**src/rtl/regfile_pkg.sv**
```systemverilog
// Shared constants and bus helpers for the pipelined register file.
// port_field() pulls one port's field out of a packed multi-port bus.
package regfile_pkg;

    localparam int DEF_DATA_WIDTH = 32;
    localparam int DEF_ADDR_WIDTH = 5;
    localparam int DEF_READ_PORTS = 2;

    // Widest packed bus and widest single field port_field() can handle.
    localparam int BUS_W   = 1024;
    localparam int FIELD_W = 64;

    function automatic logic [FIELD_W-1:0] port_field(
        input logic [BUS_W-1:0] bus,
        input int               idx,
        input int               width
    );
        logic [BUS_W-1:0] shifted;
        shifted = bus >> (idx * width);
        return shifted[FIELD_W-1:0];
    endfunction

endpackage

```
**src/rtl/regfile_scoreboard.sv**
```systemverilog
// Pending-write scoreboard: one busy bit per register, WAW issue stall,
// and an incrementally maintained count of pending registers.
module regfile_scoreboard
    import regfile_pkg::*;
#(
    parameter int ADDR_WIDTH = DEF_ADDR_WIDTH,
    parameter int ZERO_REG   = 1
) (
    input  logic                    clk,
    input  logic                    reset,
    input  logic                    wr_en,
    input  logic [ADDR_WIDTH-1:0]   wr_addr,
    input  logic                    issue_en,
    input  logic [ADDR_WIDTH-1:0]   issue_addr,
    output logic                    issue_stall,
    output logic [2**ADDR_WIDTH-1:0] busy_vec,
    output logic [ADDR_WIDTH:0]     busy_count
);

    localparam int DEPTH = 2**ADDR_WIDTH;
    localparam bit ZR    = (ZERO_REG != 0);
    localparam logic [ADDR_WIDTH:0] CNT_ONE = {{ADDR_WIDTH{1'b0}}, 1'b1};

    logic [DEPTH-1:0]     busy_q, busy_d;
    logic [ADDR_WIDTH:0]  count_q, count_d;
    logic issue_zero_s, wr_same_s, stall_s, set_s, clr_s, inc_s, dec_s;

    assign issue_zero_s = ZR && (issue_addr == {ADDR_WIDTH{1'b0}});
    assign wr_same_s    = wr_en && (wr_addr == issue_addr);
    assign stall_s      = issue_en && busy_q[issue_addr] && !wr_same_s && !issue_zero_s;
    assign set_s        = issue_en && !stall_s && !issue_zero_s;
    assign clr_s        = wr_en && busy_q[wr_addr];
    // An accepted issue to an already-busy register implies a same-address
    // write clearing it, so the pair nets to zero.
    assign inc_s        = set_s && !busy_q[issue_addr];
    assign dec_s        = clr_s && !(set_s && wr_same_s);

    // Next busy vector: issue set takes priority over writeback clear.
    always_comb begin
        busy_d = busy_q;
        for (int k = 0; k < DEPTH; k++) begin
            busy_d[k] = (set_s && (issue_addr == ADDR_WIDTH'(k))) ||
                        (busy_q[k] && !(clr_s && (wr_addr == ADDR_WIDTH'(k))));
        end
    end

    // Next pending count from the set/clear events of this cycle.
    always_comb begin
        count_d = count_q;
        case ({inc_s, dec_s})
            2'b10:   count_d = count_q + CNT_ONE;
            2'b01:   count_d = count_q - CNT_ONE;
            default: count_d = count_q;
        endcase
    end

    // Scoreboard state registers.
    always_ff @(posedge clk or posedge reset) begin
        if (reset) begin
            busy_q  <= {DEPTH{1'b0}};
            count_q <= {(ADDR_WIDTH+1){1'b0}};
        end else begin
            busy_q  <= busy_d;
            count_q <= count_d;
        end
    end

    assign issue_stall = stall_s;
    assign busy_vec    = busy_q;
    assign busy_count  = count_q;

endmodule

```
**src/rtl/pipelined_register_file.sv**
```systemverilog
// Multi-port register file with write-to-read bypass, optional hard-wired
// zero register and an integrated pending-write scoreboard.
module pipelined_register_file
    import regfile_pkg::*;
#(
    parameter int DATA_WIDTH = DEF_DATA_WIDTH,
    parameter int ADDR_WIDTH = DEF_ADDR_WIDTH,
    parameter int READ_PORTS = DEF_READ_PORTS,
    parameter int ZERO_REG   = 1
) (
    input  logic                             clk,
    input  logic                             reset,
    input  logic [READ_PORTS*ADDR_WIDTH-1:0] rd_addr,
    output logic [READ_PORTS*DATA_WIDTH-1:0] rd_data,
    output logic [READ_PORTS-1:0]            rd_busy,
    input  logic                             wr_en,
    input  logic [ADDR_WIDTH-1:0]            wr_addr,
    input  logic [DATA_WIDTH-1:0]            wr_data,
    input  logic                             issue_en,
    input  logic [ADDR_WIDTH-1:0]            issue_addr,
    output logic                             issue_stall,
    output logic [ADDR_WIDTH:0]              busy_count
);

    localparam int DEPTH = 2**ADDR_WIDTH;
    localparam bit ZR    = (ZERO_REG != 0);

    logic [DATA_WIDTH-1:0] mem_q [DEPTH];
    logic [DEPTH-1:0]      busy_s;
    logic                  wr_store_s;
    logic [BUS_W-1:0]      rd_addr_ext_s;

    assign wr_store_s    = wr_en && !(ZR && (wr_addr == {ADDR_WIDTH{1'b0}}));
    assign rd_addr_ext_s = BUS_W'(rd_addr);

    // Register storage; writes to the zero register are dropped.
    always_ff @(posedge clk or posedge reset) begin
        if (reset) begin
            for (int k = 0; k < DEPTH; k++) begin
                mem_q[k] <= {DATA_WIDTH{1'b0}};
            end
        end else if (wr_store_s) begin
            mem_q[wr_addr] <= wr_data;
        end else begin
            mem_q[wr_addr] <= mem_q[wr_addr];
        end
    end

    regfile_scoreboard #(
        .ADDR_WIDTH (ADDR_WIDTH),
        .ZERO_REG   (ZERO_REG)
    ) u_scoreboard (
        .clk         (clk),
        .reset       (reset),
        .wr_en       (wr_en),
        .wr_addr     (wr_addr),
        .issue_en    (issue_en),
        .issue_addr  (issue_addr),
        .issue_stall (issue_stall),
        .busy_vec    (busy_s),
        .busy_count  (busy_count)
    );

    for (genvar p = 0; p < READ_PORTS; p++) begin : g_rd
        logic [ADDR_WIDTH-1:0] addr_s;
        logic [DATA_WIDTH-1:0] data_s;
        logic                  busy_p_s;

        assign addr_s = ADDR_WIDTH'(port_field(rd_addr_ext_s, p, ADDR_WIDTH));

        // Read mux: zero register, then same-cycle bypass, then storage.
        always_comb begin
            data_s   = mem_q[addr_s];
            busy_p_s = busy_s[addr_s];
            if (ZR && (addr_s == {ADDR_WIDTH{1'b0}})) begin
                data_s   = {DATA_WIDTH{1'b0}};
                busy_p_s = 1'b0;
            end else if (wr_en && (wr_addr == addr_s)) begin
                data_s   = wr_data;
                busy_p_s = 1'b0;
            end else begin
                data_s   = mem_q[addr_s];
                busy_p_s = busy_s[addr_s];
            end
        end

        assign rd_data[p*DATA_WIDTH +: DATA_WIDTH] = data_s;
        assign rd_busy[p]                          = busy_p_s;
    end

endmodule

```
**config.mk**
```make
export PLATFORM = sky130hd
export DESIGN_NAME = pipelined_register_file
export DESIGN_NICKNAME = d
export VERILOG_FILES = /design/src/rtl/regfile_pkg.sv /design/src/rtl/regfile_scoreboard.sv /design/src/rtl/pipelined_register_file.sv
export SDC_FILE = /design/constraint.sdc
export NUM_CORES = 2
export LEC_CHECK = 0
export BUFFER_PORTS_ARGS = -buffer_cell sky130_fd_sc_hd__buf_2
export CORE_MARGIN = 2
export CORE_UTILIZATION = 47
export CTS_CLUSTER_SIZE = 25
export DETAILED_ROUTE_END_ITERATION = 16
export MAX_ROUTING_LAYER = met4
export PLACE_DENSITY = 0.74
export SKIP_LAST_GASP = 1
export SLEW_MARGIN = 20
export SYNTH_ARGS = -nofsm -noshare
export SYNTH_HDL_FRONTEND = slang
export SYNTH_SLANG_ARGS = --single-unit
```
**constraint.sdc**
```tcl
create_clock -name clk -period 74.5 [get_ports clk]
set_clock_uncertainty 0.2 [all_clocks]
set_input_delay 14.9 -clock clk [delete_from_list [all_inputs] [get_ports clk]]
set_output_delay 14.9 -clock clk [all_outputs]
set_load 0.02 [all_outputs]
```
==> metrics.txt <==
Synth top area share=0.415; total placed instance area=65500 sq um; Nets=5302; clk_lat worst skew=between 0.7 and 0.8 ns; htree depth=3; slowest stage cell, crit path=buf_4; Core Util, Final=0.514; crit-path cells=buf_8 > buf_4 > buf_4 > buf_4 > mux4_2 > mux4_2 > o22ai_1 > nor3_1 > buf_2; ys flop type=dfrtp_1; largest net degree at the start of global routing=roughly 170; CP top delay family=buffers and inverters; Post-Route WL=211000 um; RSZ-0062 raised after global routing=no; required time worst endpoint=59.40 ns; Inst Count DP=6908; cell taking the most area after synthesis=dfrtp_1; Syn Nets=roughly 5600; antenna violations before repair=8; dpl hpwl=114000 um; Via density=7.03; Non-Filler Instances=7126; initial core utilization=0.473; fmax=28.9 MHz; top cells by area, synth=dfrtp_1, mux4_2, o21ai_0; number of synthesized flops with an enable pin=0; num rows=135; Syn Inst Count=5551; fin area=69600 sq um; # hold bufs at CTS=0; Reg clk slew, reported paths=0.06 ns; Max-slew headroom=0.185; fin worst setup slack=39.85 ns; Mapped Area=64100 sq um; CTS tree=yes; DRC violations left=0; arrival time at the worst endpoint=around 20 ns; overall power=around 2.0 mW; vias in the first global route=approximately 50000; Critical Path Sink Type=output port; Synth-to-Final Area Change=8.51%; pwr dens=29.3 nW/um^2; status=finished, final reports clean; Hold Fails Final Rpt=0; #FFs+latches synth=~1100; Vias=50100; port bufs=128; register area share after synthesis=0.415; slowest stage delay, CP=roughly 0.85 ns; pre-CTS WS=~40 ns; first-pass GRT wire length=320000 um; drt wl/cell=~30 um; most used cell, CP=buf_4; Global Route Usage Sum=0.313; share of cells above drive strength 1=0.250; library cells used by synthesis=just over 60; critical path type=in -> out; clk sink count=1062; Worst VDD drop=between 0.02 and 0.025 mV; number of CTS-inserted buffers=110; Top Ports=about 130; Die Wd=around 370 um; YS warnings=0; Final Cycle Share=0.465; clk root buf=clkbuf_16; Setup Fix Bufs, Post-CTS=0; post-layout min period=between 30 and 40 ns; Worst setup SP type=input pin; worst-path fanout max=53; final hold slack=0.221 ns; core box area=135000 sq um; HP Class=reg -> reg; die span in y=373 um; Clock Path Buffers=3; total global routing overflow=0; Max Cap Viol=0; die area=139000 sq um; GPL Wtd Cong=0.889; Syn Area/Cell=between 10 and 15 sq um; max-slew violations=0; P_leak=between 20 and 30 nW; asr flop ratio synth=1.00; CP bufs+invs=5; Final ANT Viol Nets=0; final setup TNS=0 ns; drt pass-1 iters=6; Final Setup Violations=0; CTS-repair resized insts=0; Worst Max-Slew Pin Slew=1.22 ns; initial drt markers=7216
==> report_power, final <==
part	internal (mW)	leakage (nW)	switching, mW	total, mW
registers	0.721	13.6	0.150	0.871
clock network	0.355	1.92	0.249	0.605
logic	0.297	13.6	0.263	0.560
==> placed cells by master, fill, tap and decap left out, types with 12 or more instances in the layout <==
| cell | n |
|---|---|
| nand2_1 | 1080 |
| dfrtp_1 | 1062 |
| o21ai_0 | 1039 |
| mux4_2 | 849 |
| mux2i_1 | 196 |
| a211oi_1 | 161 |
| buf_2 | 115 |
| clkbuf_16 | 112 |
| buf_4 | 98 |
| nor2b_1 | 79 |
| o21ai_1 | 41 |
| a221oi_1 | 32 |
| nand2_4 | 30 |
| nor2_1 | 29 |
| nand3_1 | 29 |
| a211o_1 | 27 |
| clkinv_2 | 27 |
| and2_1 | 19 |
| bufinv_16 | 18 |
| clkbuf_8 | 17 |
| nor3_1 | 16 |
| xor2_1 | 15 |
| a32o_1 | 14 |
| clkinvlp_4 | 14 |
| o31ai_1 | 13 |
| a21oi_1 | 13 |
| o22ai_1 | 13 |
| a31oi_1 | 12 |
| clkbuf_1 | 12 |
==> logic make-up after synthesis <==
kind of cell	synth area share
and+or+nand+nor	0.0854
DFF	0.415
AOI/OAI and AO/OA	0.125
buffers and inverters	0.0414
adders and majority gates	0.00129
muxes	0.330
xor gates and xnor gates	0.00273
==> routing by layer <==
metal	global-route usage	up-vias	wire length [um]
li1	-	20300	-
met5	-	-	0
met1	0.398	25100	74900
met4	0.186	0	13900
met2	0.442	3853	92500
met3	0.0964	817	29800
==> final timing paths <==
kind                                                 from                          to  slack (ns)  cells past startpoint
worst max-delay path                           rd_addr[1]                 rd_data[20]       39.85                      9
worst min-delay path                          mem_q[1016]                 mem_q[1016]        0.22                      0
worst max register to register  u_scoreboard.busy_vec[15]  u_scoreboard.busy_count[5]       70.09                     13
worst min register to register                mem_q[1016]                 mem_q[1016]        0.22                      0
max in group asynchronous                           reset                  mem_q[962]       55.87                      6
min in group asynchronous                           reset                  mem_q[817]       14.08                      2
==> state kept, by name, indices dropped and copies added (netlist names) <==
| signal | cells |
|---|---|
| mem_q | 1024 |
| u_scoreboard.busy_vec | 32 |
| u_scoreboard.busy_count | 6 |
==> worst reg2reg max path: cells and delay by family, from the launching register on <==
kind	cells	cell delay [ns]
fa+ha+maj	2	0.67
xor+xnor	1	0.14
mux	3	0.73
flops	1	0.46
simple gates	1	0.08
compound gates	6	2.02
==> area by class of cell <==
type | count | area, sq um
sequential | 1062 | 26600
fill | 11300 | 65900
inverter | 11 | 51.3
clock buffer | 141 | 3080
timing repair buffer | 226 | 1530
clock inverter | 67 | 866
multi-input combinational | 3829 | 35200
tap | 1781 | 2230
antenna | 9 | 22.5
==> synth_stat cells (14+ instances only) <==
master	instances
nand2_1	1115
o21ai_0	1070
dfrtp_1	1062
mux4_2	849
clkbuf_1	493
mux2i_1	196
a211oi_1	161
buf_2	90
nor2b_1	82
buf_1	54
a221oi_1	32
nor2_1	32
nand3_1	29
a211o_1	27
and2_1	19
nor3_1	16
xor2_1	15
a32o_1	14
Power figures use the tool's default switching activity.
